--- config.mk ---
export PLATFORM = sky130hd
export DESIGN_NAME = quad_decoder
export DESIGN_NICKNAME = d
export VERILOG_FILES = /design/src/rtl/quad_pkg.sv /design/src/rtl/quad_glitch_filter.sv /design/src/rtl/quad_decoder.sv
export SDC_FILE = /design/constraint.sdc
export NUM_CORES = 1
export LEC_CHECK = 0
export CELL_PAD_IN_SITES_DETAIL_PLACEMENT = 1
export CELL_PAD_IN_SITES_GLOBAL_PLACEMENT = 1
export CORE_MARGIN = 10
export CORE_UTILIZATION = 40
export DETAILED_ROUTE_END_ITERATION = 12
export HOLD_SLACK_MARGIN = 0.02
export MAX_ROUTING_LAYER = met4
export PLACE_DENSITY = 0.77
export SKIP_LAST_GASP = 1
export SLEW_MARGIN = 30
export SYNTH_ARGS = -nofsm -noshare
export SYNTH_HDL_FRONTEND = slang
export SYNTH_SLANG_ARGS = --single-unit
--- constraint.sdc ---
create_clock -name i_clk -period 4.18 [get_ports i_clk]
set_input_delay 0.627 -clock i_clk [delete_from_list [all_inputs] [get_ports i_clk]]
set_output_delay 0.627 -clock i_clk [all_outputs]
set_load 0.01 [all_outputs]
--- src/rtl/quad_pkg.sv ---
// Shared quadrature definitions: Gray state constants, direction codes and the
// transition decoder used by quad_decoder.
package quad_pkg;

    localparam logic [1:0] QS_00 = 2'b00;
    localparam logic [1:0] QS_01 = 2'b01;
    localparam logic [1:0] QS_11 = 2'b11;
    localparam logic [1:0] QS_10 = 2'b10;

    localparam logic DIR_UP = 1'b1;
    localparam logic DIR_DN = 1'b0;

    typedef struct packed {
        logic step;
        logic dir;
        logic illegal;
    } qdec_t;

    // Position of a state along the up sequence 00 -> 01 -> 11 -> 10.
    function automatic logic [1:0] qs_phase(input logic [1:0] s);
        logic [1:0] p;
        case (s)
            QS_00:   p = 2'd0;
            QS_01:   p = 2'd1;
            QS_11:   p = 2'd2;
            default: p = 2'd3;
        endcase
        return p;
    endfunction

    function automatic qdec_t qdec(input logic [1:0] prev, input logic [1:0] cur);
        qdec_t      r;
        logic [1:0] delta;
        r     = '0;
        delta = qs_phase(cur) - qs_phase(prev);
        case (delta)
            2'd1: begin
                r.step = 1'b1;
                r.dir  = DIR_UP;
            end
            2'd3: begin
                r.step = 1'b1;
                r.dir  = DIR_DN;
            end
            2'd2:    r.illegal = 1'b1;
            default: r = '0;
        endcase
        return r;
    endfunction

endpackage

--- src/rtl/quad_glitch_filter.sv ---
// Two-flop synchronizer followed by a stability filter: the output only flips
// after the synced input has differed from it for FILT_LEN consecutive cycles.
module quad_glitch_filter #(
    parameter int FILT_LEN = 4
) (
    input  logic i_clk,
    input  logic i_rst,
    input  logic i_d,
    output logic o_q
);

    localparam int CW = $clog2(FILT_LEN + 1);
    localparam logic [CW-1:0] CNT_LAST = CW'(FILT_LEN - 1);

    logic          meta_q;
    logic          sync_q;
    logic          filt_q;
    logic [CW-1:0] cnt_q;

    always_ff @(posedge i_clk or posedge i_rst) begin
        if (i_rst) begin
            meta_q <= 1'b0;
            sync_q <= 1'b0;
            filt_q <= 1'b0;
            cnt_q  <= '0;
        end else begin
            meta_q <= i_d;
            sync_q <= meta_q;
            if (sync_q != filt_q) begin
                if (cnt_q == CNT_LAST) begin
                    filt_q <= ~filt_q;
                    cnt_q  <= '0;
                end else begin
                    cnt_q <= cnt_q + 1'b1;
                end
            end else begin
                cnt_q <= '0;
            end
        end
    end

    assign o_q = filt_q;

endmodule

--- src/rtl/quad_decoder.sv ---
// Quadrature decoder: filtered A/B channels drive step/direction strobes, a
// wrapping position counter and a sticky illegal-transition flag.
module quad_decoder
    import quad_pkg::*;
#(
    parameter int BUS_WIDTH = 16,
    parameter int FILT_LEN  = 4
) (
    input  logic                 i_clk,
    input  logic                 i_rst,
    input  logic                 i_a,
    input  logic                 i_b,
    input  logic                 i_en,
    input  logic                 i_sclr,
    output logic                 o_up_down,
    output logic                 o_step,
    output logic [BUS_WIDTH-1:0] o_pos,
    output logic                 o_err
);

    localparam int WARM_CYC = FILT_LEN + 3;
    localparam int WW       = $clog2(WARM_CYC + 1);

    logic                 a_f;
    logic                 b_f;
    logic [1:0]           cur;
    logic                 armed;
    qdec_t                dec;

    logic [WW-1:0]        warm_q,  warm_d;
    logic [1:0]           prev_q;
    logic                 step_q,  step_d;
    logic                 dir_q,   dir_d;
    logic                 err_q,   err_d;
    logic [BUS_WIDTH-1:0] pos_q,   pos_d;

    quad_glitch_filter #(.FILT_LEN(FILT_LEN)) u_filt_a (
        .i_clk (i_clk),
        .i_rst (i_rst),
        .i_d   (i_a),
        .o_q   (a_f)
    );

    quad_glitch_filter #(.FILT_LEN(FILT_LEN)) u_filt_b (
        .i_clk (i_clk),
        .i_rst (i_rst),
        .i_d   (i_b),
        .o_q   (b_f)
    );

    assign cur   = {a_f, b_f};
    assign armed = (warm_q == '0);
    assign dec   = qdec(prev_q, cur);

    always_comb begin
        warm_d = warm_q;
        step_d = 1'b0;
        dir_d  = dir_q;
        err_d  = err_q;
        pos_d  = pos_q;
        if (!armed) begin
            warm_d = warm_q - 1'b1;
        end else if (i_en) begin
            if (dec.step) begin
                step_d = 1'b1;
                dir_d  = dec.dir;
                pos_d  = (dec.dir == DIR_UP) ? pos_q + BUS_WIDTH'(1)
                                             : pos_q + {BUS_WIDTH{1'b1}};
            end
            if (dec.illegal) begin
                err_d = 1'b1;
            end
        end
        // Clear wins over a same-cycle step; the strobe and direction still report it.
        if (i_sclr) begin
            pos_d = '0;
            err_d = 1'b0;
        end
    end

    always_ff @(posedge i_clk or posedge i_rst) begin
        if (i_rst) begin
            warm_q <= WW'(WARM_CYC);
            prev_q <= QS_00;
            step_q <= 1'b0;
            dir_q  <= DIR_UP;
            err_q  <= 1'b0;
            pos_q  <= '0;
        end else begin
            warm_q <= warm_d;
            prev_q <= cur;
            step_q <= step_d;
            dir_q  <= dir_d;
            err_q  <= err_d;
            pos_q  <= pos_d;
        end
    end

    assign o_up_down = dir_q;
    assign o_step    = step_q;
    assign o_pos     = pos_q;
    assign o_err     = err_q;

endmodule

==> flow_summary.ini, run 1 <==
[run_status]
run_status = complete, no violations

[global_route]
antenna_found_initial = 0
grt_pass1_vias = 1938
grt_pass1_wl_um = 9600
grt_use_total = 0.136
overflow = 0
grt_max_degree = 37

[synthesis]
yosysSeqAreaShare = 0.394
syn-instance-count = 226
synth_nets = 258
synth_warnings = 0
synth_area_um2 = 2300
syn_area_per_cell_um2 = 10.2
synth-seq-cells = 36
synthTopCellsByArea = dfrtp_1, ha_1, dfstp_2
ys.flop_type = dfrtp_1
ys_types = 57
yosysTopAreaCell = dfrtp_1
synth-edff-count = 0
synth_top_area_frac = 0.348
synthArstFlopShare = 1.00

[cts]
clk_pin_slew_worst_paths_ns = 0.09
clkLatencyLatePin_ns = 0.31
htreeDepth = 2
hold_buffers = 0
cts_tree = built
cts_inserted_buffers = 5
cts-root-buf = clkbuf_8
clock_path_buffers = 2
clock-sinks = 36

[critical_path]
crit_path_start_kind = flip-flop
path_cells = ha_1, ha_1, xor3_1, nor2_2, clkinvlp_4, buf_4, fa_1, and3_2, o211ai_1, a21boi_2, o41ai_1, or4_1, nand3_1
arrival_ns = 3.91
cpMostUsedCell = ha_1
r2r-end = o_pos[12]
crit_end = o_pos[12]
path_max_fanout = 10
reg2reg_from = u_filt_a.o_q
crit_slowest_cell = xor3_1
rr_worst_depth = 13
crit_path_max_incr_delay_ns = 0.47
cp_top_family = adder cells
cp.buffers_inverters = 2
crit_type = flip-flop to flip-flop
crit_path_end_kind = flip-flop
crit_required_ns = 4.36
crit_cells = 13
r2r_setup_slack_ns = 0.45
startpoint = u_filt_a.o_q

[detailed_routing]
route.detailed.drc = 0
drtIter0Drc = 68
wl_per_cell_um = 16.9
first_pass_iters = 4
viasPerCell = 5.55
routed_wl_um = 5530
vias = 1814
ant_nets = 0

[timing]
worstMarginPinSlew_ns = 0.863
max_freq_mhz = 268
rsz0062_at_grt = false
hold_violations = 0
fin_crit_ns = 3.73
finalCritPeriodShare = 0.893
finalSetupTns_ns = 0
hold-worst-slack_ns = 0.352
clock_skew_ns = 0.0139
setup_viol = 0
slew_viol_final = 0
slew_headroom = 0.423

[die]
ios = 25
coreArea_um2 = 5540
die-area_um2 = 9190
rows = 27
initial_core_util = 0.415
die_h_um = 95.8
die_w_um = 95.8

[layout]
diodes = 0
area_growth_pct = 18.5
final_layout_size_suffix_gt1_frac = 0.129
fillers = 652
nNetsFinal = 286

[run]
drv_cap = 0

[placement]
io_buffers = 24
finalWeightedCongestion = 0.820
hpwl_um = 4030

[min_path]
holdCritPathClass = flip-flop to flip-flop
-- cell usage after synthesis, types with 2 or more instances --
master    count
nor2_1       17
nor3b_1       2
nor3_1        4
mux2_2        3
nand2_1      16
a21o_1        4
o211ai_1      2
mux2i_1       2
clkbuf_1      5
inv_1        10
a211oi_1      2
dfstp_2       4
and3_2        2
a31oi_1       2
and3_1        3
nor2b_1       4
nand3_1      13
nand4_1       3
o21ai_0       9
a21oi_1      16
dfrtp_1      32
xnor2_1       7
or4_1         3
nor4_1        3
ha_1         25
o31ai_1       2
-- cell families (layout without fill, tap and decap cells) --
group,after synthesis,after routing,synth area share
flops,36,36,0.394
buf+inv,17,46,0.0283
simple gates,81,81,0.197
mux,5,5,0.0234
compound gates,52,52,0.172
fa+ha+maj,26,26,0.145
xor+xnor,9,9,0.0408
-- metal layers --
| layer | vias to the layer above | GRT usage | part of all wire |
|---|---|---|---|
| met5 | - | - | 0 |
| met4 | 0 | 0.0663 | 0.019 |
| met3 | 7 | 0.0226 | 0.033 |
| met2 | 21 | 0.198 | 0.46 |
| met1 | 901 | 0.178 | 0.49 |
| li1 | 885 | - | - |
-- worst min-delay path by stage --
stage,cells after the start,startpoint,end,slack (ns)
finish,0,u_filt_a.meta_q,u_filt_a.sync_q,0.35
global route,0,u_filt_a.meta_q,u_filt_a.sync_q,0.36
CTS,0,u_filt_b.meta_q,u_filt_b.sync_q,0.35
detailed placement,0,u_filt_a.meta_q,u_filt_a.sync_q,0.34
global placement,0,u_filt_b.meta_q,u_filt_b.sync_q,0.33
floorplan,0,u_filt_a.meta_q,u_filt_a.sync_q,0.33
-- per-stage QoR --
step           setup slack [ns]  utilization  instances  cell area, um2
6_report                  0.448        0.492        327            2730
4_1_cts                   0.339        0.489        325            2710
2_1_floorplan             0.830            -        226            2300
3_5_place_dp              0.372        0.472        317            2620
5_1_grt                   0.135        0.492        327            2730
3_3_place_gp              0.504        0.472        317            2620
-- registers in the layout, summed over array words and instances (netlist names) --
signal           cells
o_err                1
o_pos               16
o_step               1
o_up_down            1
prev_q               2
u_filt_a.cnt_q       3
u_filt_a.meta_q      1
u_filt_a.o_q         1
u_filt_a.sync_q      1
u_filt_b.cnt_q       3
u_filt_b.meta_q      1
u_filt_b.o_q         1
u_filt_b.sync_q      1
warm_q               3
-- timing repair --
item	4_1_cts	5_1_grt
endpoints found under the setup margin	0	1
resized for setup	0	1
setup buffers	0	2
-- final cells by class --
| type | count | area, um2 | area share |
|---|---|---|---|
| clock inverter | 1 | 7.51 | 0.00275 |
| multi-input combinational | 173 | 1330 | 0.488 |
| tap | 72 | 90.1 | 0.0330 |
| timing repair buffer | 27 | 263 | 0.0963 |
| inverter | 11 | 45.0 | 0.0165 |
| clock buffer | 7 | 86.3 | 0.0317 |
| sequential | 36 | 906 | 0.332 |
-- layout by cell type, fill, tap and decap left out, types with 3 or more instances in the layout --
cell / synthesis / final
dfrtp_1: 32 / 32
and3_1: 3 / 3
nor2_1: 17 / 17
nand2_1: 16 / 16
a21o_1: 4 / 4
inv_1: 10 / 9
clkbuf_8: 0 / 6
mux2_2: 3 / 3
clkdlybuf4s50_1: 0 / 24
a21oi_1: 16 / 16
nor3_1: 4 / 4
nor4_1: 3 / 3
xnor2_1: 7 / 7
buf_4: 0 / 3
or4_1: 3 / 3
dfstp_2: 4 / 4
nand3_1: 13 / 13
nor2b_1: 4 / 4
ha_1: 25 / 25
nand4_1: 3 / 3
o21ai_0: 9 / 9
Power of run 1 is left out: the tool's default activity adds up to more than one toggle a clock period on the data nets, which glitch-free logic cannot reach.
==> run 2, diff against run 1 <==
==> constraint.sdc (replaced) <==
create_clock -name i_clk -period 4.35 [get_ports i_clk]
set_input_delay 0.6525 -clock i_clk [delete_from_list [all_inputs] [get_ports i_clk]]
set_output_delay 0.6525 -clock i_clk [all_outputs]
set_load 0.01 [all_outputs]
==> run 2 against run 1 <==
Compared with the run above:
- global-route usage fell by 0.053 points
- largest cell class unchanged
- critical path depth fell by 1
- highest routed layer unchanged
- worst hold slack improved by 0.0053 ns
- via count rose by 1.3%
- fmax fell by 5.7%
- count of clock-buffer cells in the layout fell by 2
- flip-flop and latch count did not move
- cell area barely moved
- register-to-register slack got worse by 0.05 ns
- sequential share of layout area barely moved
- die area did not move
==> flow_summary.ini, run 2 (synthesis results as in run 1) <==
[timing]
hold_violations = 0
slew_viol_final = 0
rsz0062_at_grt = false
clock_skew_ns = 0.0103
setup_viol = 0
hold-worst-slack_ns = 0.358
slew_headroom = 0.443
max_freq_mhz = 253
fin_crit_ns = 3.96
finalCritPeriodShare = 0.909
fin_ws_ns = 0.395
finalSetupTns_ns = 0
worstMarginPinSlew_ns = 0.832

[die]
initial_core_util = 0.415
die_w_um = 95.8
die_h_um = 95.8
die-area_um2 = 9190
rows = 27
ios = 25
coreArea_um2 = 5540

[detailed_routing]
wl_per_cell_um = 17.1
ant_nets = 0
drtIter0Drc = 91
first_pass_iters = 4
vias = 1837
viasPerCell = 5.65
routed_wl_um = 5550
route.detailed.drc = 0

[critical_path]
crit_type = flip-flop to flip-flop
crit_path_end_kind = flip-flop
arrival_ns = 4.11
cpMostUsedCell = ha_1
crit_path_start_kind = flip-flop
path_max_fanout = 17
crit_slowest_cell = xor3_1
path_cells = ha_1, ha_1, xor3_1, nor2_2, inv_1, ha_1, a211oi_1, o21ai_0, a21oi_1, and4b_1, o31a_1, nor3_2
cp_top_family = compound AO/OA/AOI/OAI gates
crit_path_max_incr_delay_ns = 0.52
cp.buffers_inverters = 1
crit_required_ns = 4.50

[cts]
cts_inserted_buffers = 5
hold_buffers = 0
clk_pin_slew_worst_paths_ns = 0.08
postCtsSetupBuffers = 0
clock-sinks = 36
clock_path_buffers = 2
clkLatencyLatePin_ns = 0.30
htreeDepth = 2
cts_tree = built
cts-root-buf = clkbuf_8
cts_resized = 0

[global_route]
antenna_found_initial = 0
grt_pass1_vias = 1948
grt_max_degree = 29
overflow = 0
grt_use_total = 0.135
grt_pass1_wl_um = 9520

[layout]
final_common_cell = dfrtp_1
fillers = 637
diodes = 0
nNetsFinal = 284
largest_register_ffs = 16
final_layout_size_suffix_gt1_frac = 0.126
area_growth_pct = 18.5
layout_common_cells = dfrtp_1, ha_1, clkdlybuf4s50_1

[run_status]
run_status = complete, no violations

[placement]
place_ws_ns = 0.424
hpwl_um = 4020
io_buffers = 24
finalWeightedCongestion = 0.828

[run]
drv_cap = 0

[min_path]
holdCritPathClass = flip-flop to flip-flop
run 2: cell type report:
class | count | area (um2) | share of cell area
clock buffers | 5 | 68.8 | 0.0252
clock inverters | 3 | 42.5 | 0.0156
well taps | 72 | 90.1 | 0.0330
inverters | 11 | 41.3 | 0.0151
repair buffers | 25 | 248 | 0.0909
multi-input cells | 173 | 1330 | 0.488
flip-flops and latches | 36 | 906 | 0.332
run 2: metal layers:
layer  global-route usage  vias up  share of wire
met5                    -        -              0
met2                0.220       27           0.48
met4               0.0541        0          0.017
met1                0.161      923           0.47
li1                     -      879              -
met3               0.0272        8          0.032
run 2: per-stage QoR:
step | utilization | area (um2) | std cells
after global routing | 0.492 | 2730 | 325
final | 0.492 | 2730 | 325
after floorplan | - | 2300 | 226
after CTS | 0.492 | 2730 | 325
after global placement | 0.472 | 2620 | 317
after detailed placement | 0.472 | 2620 | 317
run 2: worst paths after layout:
kind,startpoint,end,slack (ns),cells after the start
max,u_filt_a.o_q,o_pos[15],0.39,12
min,u_filt_a.meta_q,u_filt_a.sync_q,0.36,0
max reg2reg,u_filt_a.o_q,o_pos[15],0.39,12
min reg2reg,u_filt_a.meta_q,u_filt_a.sync_q,0.36,0
max in group asynchronous,i_rst,warm_q[2],2.98,3
min in group asynchronous,i_rst,o_pos[3],0.73,2
run 2: worst register-to-register path, delay by kind of cell (launching register included):
family                   cells  cell delay (ns)
adder cells (fa/ha/maj)      3             0.93
buffers and inverters        1             0.49
XOR/XNOR                     1             0.52
AO/OA/AOI/OAI                4             0.99
flip-flops                   1             0.45
AND/OR/NAND/NOR              3             0.44
Power of run 2 is left out for the same reason.
==> run 3, diff against run 2 <==
--- a/config.mk
+++ b/config.mk
@@ -5,7 +5,7 @@
 export SDC_FILE = /design/constraint.sdc
 export NUM_CORES = 1
 export LEC_CHECK = 0
-export CELL_PAD_IN_SITES_DETAIL_PLACEMENT = 1
+export CELL_PAD_IN_SITES_DETAIL_PLACEMENT = 0
 export CELL_PAD_IN_SITES_GLOBAL_PLACEMENT = 1
 export CORE_MARGIN = 10
 export CORE_UTILIZATION = 40
==> run 3 against run 2 <==
Compared with the run above:
- cell area fell by 0.14%
- non-clock buffer count did not move
- global-route usage fell by 2.3 points
- sequential share of layout area barely moved
- critical path depth did not move
- count of clock-buffer cells in the layout rose by 1
- largest cell class unchanged
- worst hold slack got worse by 0.0050 ns
- worst setup slack improved by 0.13 ns
==> flow_summary.ini, run 3 (synthesis results as in run 1) <==
[run_status]
run_status = complete, no violations

[critical_path]
crit_required_ns = 4.49
r2r_setup_slack_ns = 0.53
crit_path_end_kind = flip-flop
crit_slowest_cell = xor3_1
crit_path_max_incr_delay_ns = 0.51
cpMostUsedCell = ha_1
path_cells = ha_1, ha_1, xor3_1, nor2_2, inv_1, ha_1, a211oi_1, o21ai_0, a21oi_1, and4b_1, o31a_1, nor3_2
crit_path_start_kind = flip-flop
crit_type = flip-flop to flip-flop
r2r-end = o_pos[15]
cp.buffers_inverters = 1
rr_worst_depth = 12
cp_top_family = compound AO/OA/AOI/OAI gates
arrival_ns = 3.96
path_max_fanout = 17
reg2reg_from = u_filt_a.o_q

[layout]
fillers = 537
layout_common_cells = dfrtp_1, ha_1, clkdlybuf4s50_1
final_layout_size_suffix_gt1_frac = 0.123
area_growth_pct = 18.3
nNetsFinal = 284
final_common_cell = dfrtp_1
diodes = 0
largest_register_ffs = 16

[detailed_routing]
ant_nets = 0
first_pass_iters = 4
viasPerCell = 5.31
drtIter0Drc = 88
vias = 1727
route.detailed.drc = 0
wl_per_cell_um = 15.0
routed_wl_um = 4890

[global_route]
grt_pass1_wl_um = 8160
overflow = 0
grt_use_total = 0.113
grt_max_degree = 29
grt_pass1_vias = 1708
antenna_found_initial = 0

[die]
initial_core_util = 0.415
die_h_um = 95.8
rows = 27
ios = 25
coreArea_um2 = 5540
die-area_um2 = 9190
die_w_um = 95.8

[timing]
slew_headroom = 0.428
worstMarginPinSlew_ns = 0.855
finalCritPeriodShare = 0.878
setup_viol = 0
clock_skew_ns = 0.00408
finalSetupTns_ns = 0
fin_crit_ns = 3.82
slew_viol_final = 0
rsz0062_at_grt = false
max_freq_mhz = 262
hold_violations = 0

[min_path]
holdCritPathClass = flip-flop to flip-flop
min_path_cells = 0
hold_start = u_filt_b.meta_q
min_to = u_filt_b.sync_q

[cts]
hold_buffers = 0
clk_pin_slew_worst_paths_ns = 0.07
clock-sinks = 36
clkLatencyLatePin_ns = 0.28
htreeDepth = 2
postCtsSetupBuffers = 0
cts_resized = 0
clock_path_buffers = 2
cts_inserted_buffers = 5
cts-root-buf = clkbuf_8
cts_tree = built

[run]
drv_cap = 0

[placement]
hpwl_um = 3540
io_buffers = 24
finalWeightedCongestion = 0.828
==> run 3: cell count changes in the layout (fill, tap and decap cells not counted) <==
cell / delta
clkinvlp_4: -1
clkbuf_1: +1
==> run 3: how the worst max path moves through the flow <==
stage	endpoint	start	cells after the start	slack [ns]
3_5_place_dp	o_pos[15]	u_filt_b.o_q	13	0.53
2_1_floorplan	o_pos[12]	u_filt_a.o_q	12	1.00
6_report	o_pos[15]	u_filt_a.o_q	12	0.53
5_1_grt	o_pos[15]	u_filt_a.o_q	12	0.25
3_3_place_gp	o_pos[15]	u_filt_b.o_q	13	0.69
4_1_cts	o_pos[15]	u_filt_b.o_q	13	0.54
==> run 3: per-layer routing <==
metal  wire [um]  global-route usage  vias to the layer above
met5           0                   -                        -
met4          65              0.0405                        0
met3         123              0.0163                        4
met2        2230               0.178                       21
met1        2470               0.144                      815
li1            -                   -                      887
==> run 3: final cells by class <==
cell class | count | area (um2) | share of cell area
clock inverters | 2 | 35.0 | 0.0129
inverters | 11 | 41.3 | 0.0152
repair buffers | 25 | 248 | 0.0910
clock buffers | 6 | 72.6 | 0.0267
well taps | 72 | 90.1 | 0.0331
flip-flops and latches | 36 | 906 | 0.333
multi-input cells | 173 | 1330 | 0.489
==> run 3: metrics by stage <==
step | area (um2) | hold slack (ns) | instances | utilization | worst slack [ns]
after floorplan | 2300 | 0.331 | 226 | - | 1.00
final | 2720 | 0.353 | 325 | 0.491 | 0.529
after global routing | 2720 | 0.361 | 325 | 0.491 | 0.248
after CTS | 2720 | 0.354 | 325 | 0.491 | 0.540
after detailed placement | 2620 | 0.335 | 317 | 0.472 | 0.535
after global placement | 2620 | 0.332 | 317 | 0.472 | 0.693
==> run 3: worst register-to-register path, stage by stage, from the launching register on <==
cell	delay, ns
dfrtp_1	0.44
ha_1	0.32
ha_1	0.20
xor3_1	0.51
nor2_2	0.08
inv_1	0.45
ha_1	0.39
a211oi_1	0.26
o21ai_0	0.14
a21oi_1	0.37
and4b_1	0.30
o31a_1	0.17
nor3_2	0.04
Power of run 3 is left out for the same reason.
==> RTL edit (settings of run 1) <==
Add an input register stage for `i_a`, `i_b`, `i_en` and `i_sclr`; this delays them by one clock.
--- a/src/rtl/quad_decoder.sv
+++ b/src/rtl/quad_decoder.sv
@@ -22,4 +22,16 @@
     localparam int WW       = $clog2(WARM_CYC + 1);
 
+    logic i_a_q;
+    logic i_b_q;
+    logic i_en_q;
+    logic i_sclr_q;
+
+    always_ff @(posedge i_clk) begin
+        i_a_q    <= i_a;
+        i_b_q    <= i_b;
+        i_en_q   <= i_en;
+        i_sclr_q <= i_sclr;
+    end
+
     logic                 a_f;
     logic                 b_f;
@@ -38,5 +50,5 @@
         .i_clk (i_clk),
         .i_rst (i_rst),
-        .i_d   (i_a),
+        .i_d   (i_a_q),
         .o_q   (a_f)
     );
@@ -45,5 +57,5 @@
         .i_clk (i_clk),
         .i_rst (i_rst),
-        .i_d   (i_b),
+        .i_d   (i_b_q),
         .o_q   (b_f)
     );
@@ -61,5 +73,5 @@
         if (!armed) begin
             warm_d = warm_q - 1'b1;
-        end else if (i_en) begin
+        end else if (i_en_q) begin
             if (dec.step) begin
                 step_d = 1'b1;
@@ -73,5 +85,5 @@
         end
         // Clear wins over a same-cycle step; the strobe and direction still report it.
-        if (i_sclr) begin
+        if (i_sclr_q) begin
             pos_d = '0;
             err_d = 1'b0;
Formal check against the unedited RTL: not equivalent (a bounded check fails within 10 cycles, from zero or initial values and one cycle with i_rst high).
==> RTL edit against run 1 <==
  * Final area grew 0.27%
  * Wire length grew 0.33%
  * Via count shrank 0.17%
  * Maximum frequency shrank 1.5%
  * Core utilization shrank 0.16 points
  * Sequential cell count grew 4
  * Synthesized area grew 1.1%
  * Non-clock buffer count is the same
  * Count of clock-buffer cells in the layout shrank 1
  * Worst setup slack lost 0.057 ns
Power is not shown: default switching activity piles up to over one toggle a cycle in this logic, so the estimate is an artifact.
==> RTL edit: results (changes against run 1) <==
run_status:
  outcome: "finished clean"  # unchanged
cells_and_area:
  nets: 294  # was 286
  layoutNonFillerInstCount: 335  # was 327
  fillers: 653  # was 652
  drive_gt1_share_pct: 8.75  # was 12.9%
worst_setup_path:
  max_stage_delay_ns: 0.54  # was 0.47 ns
  critPathTopFamily: "adder cells"  # unchanged
  crit_path_max_fanout: 18  # was 10
  ff2ff_setup_slack_ns: 0.39  # was 0.45 ns
  crit_arrival_ns: 3.96  # was 3.91 ns
grt:
  grt_pass1_vias: 1942  # was 1938
  grtUsageTotal_pct: 13.1  # was 13.6%
  use_met2_pct: 21.7  # was 19.8%
  grt_use_met3_pct: 2.57  # was 2.26%
  grt_pass1_wl_um: 9340  # was 9600 um
  met1_usage_pct: 15.8  # was 17.8%
timing:
  clock-skew-final_ns: 0.0108  # was 0.0139 ns
  worst_pin_slew_ns: 0.733  # was 0.863 ns
  final.min_clock_period_ns: 3.79  # was 3.73 ns
drt:
  met3RoutedLength_um: 175  # was 183 um
  dr.first_iter.drc_count: 86  # was 68
  vias_per_cell: 5.41  # was 5.55
  routedWlPerCell_um: 16.6  # was 16.9 um
worst_hold_path:
  hp-class: "reg2reg"  # unchanged
synthesis:
  synth-seq-area-share_pct: 42.4  # was 39.4%
  synth_cell_types: 52  # was 57
  synthFlopType: "dfrtp_1"  # unchanged
  yosys-top-cells-count: "dfrtp_1, ha_1, nand2_1"  # was dfrtp_1, ha_1, nor2_1
  synth_fp_nets: 266  # was 258
  syn_inst: 234  # was 226
  async_reset_ff_share_pct: 90.0  # was 100%
placement:
  hpwl_um: 4110  # was 4030 um
  dp.cells: 327  # was 317
  gp_congestion: 0.827  # was 0.820
  placed_cell_area_mm2: 0.00265  # was 0.00262 mm2
==> RTL edit: cell count changes in the layout (fill, tap and decap cells not counted), sizes merged, moves of 3 or more <==
cell | run 1 | this run
or3 | 1 | 4
nand2 | 16 | 25
dfxtp | 0 | 4
nand3 | 14 | 9
nor4 | 3 | 0
==> RTL edit: logic make-up (layout without fill, tap and decap cells) <==
family | Yosys count | count (layout) | share of synthesized area, %
adder cells (fa/ha/maj) | 26 | 26 | 14.3
flip-flops | 40 | 40 | 42.4
multiplexers | 6 | 6 | 2.80
AND/OR/NAND/NOR | 83 | 83 | 18.2
buffers and inverters | 17 | 46 | 3.01
AO/OA/AOI/OAI | 50 | 50 | 14.1
XOR/XNOR | 12 | 12 | 5.16
==> RTL edit: cell type report <==
| cell class | count | area, um2 | share of cell area [%] |
|---|---|---|---|
| well taps | 72 | 90.1 | 3.29 |
| inverters | 11 | 41.3 | 1.51 |
| clock inverters | 2 | 12.5 | 0.457 |
| flip-flops and latches | 40 | 986 | 36.0 |
| repair buffers | 27 | 263 | 9.61 |
| clock buffers | 6 | 72.6 | 2.65 |
| multi-input cells | 177 | 1270 | 46.4 |
==> RTL edit: worst min-delay path by stage <==
stage                  startpoint                   endpoint  slack, ns  depth (start not counted)
floorplan           i_a_q$_DFF_P_  u_filt_a.meta_q$_DFF_PP0_       0.32                          0
global placement    i_a_q$_DFF_P_  u_filt_a.meta_q$_DFF_PP0_       0.32                          0
detailed placement  i_b_q$_DFF_P_  u_filt_b.meta_q$_DFF_PP0_       0.33                          0
CTS                 i_b_q$_DFF_P_  u_filt_b.meta_q$_DFF_PP0_       0.34                          0
global route        i_b_q$_DFF_P_  u_filt_b.meta_q$_DFF_PP0_       0.34                          0
finish              i_a_q$_DFF_P_  u_filt_a.meta_q$_DFF_PP0_       0.33                          0
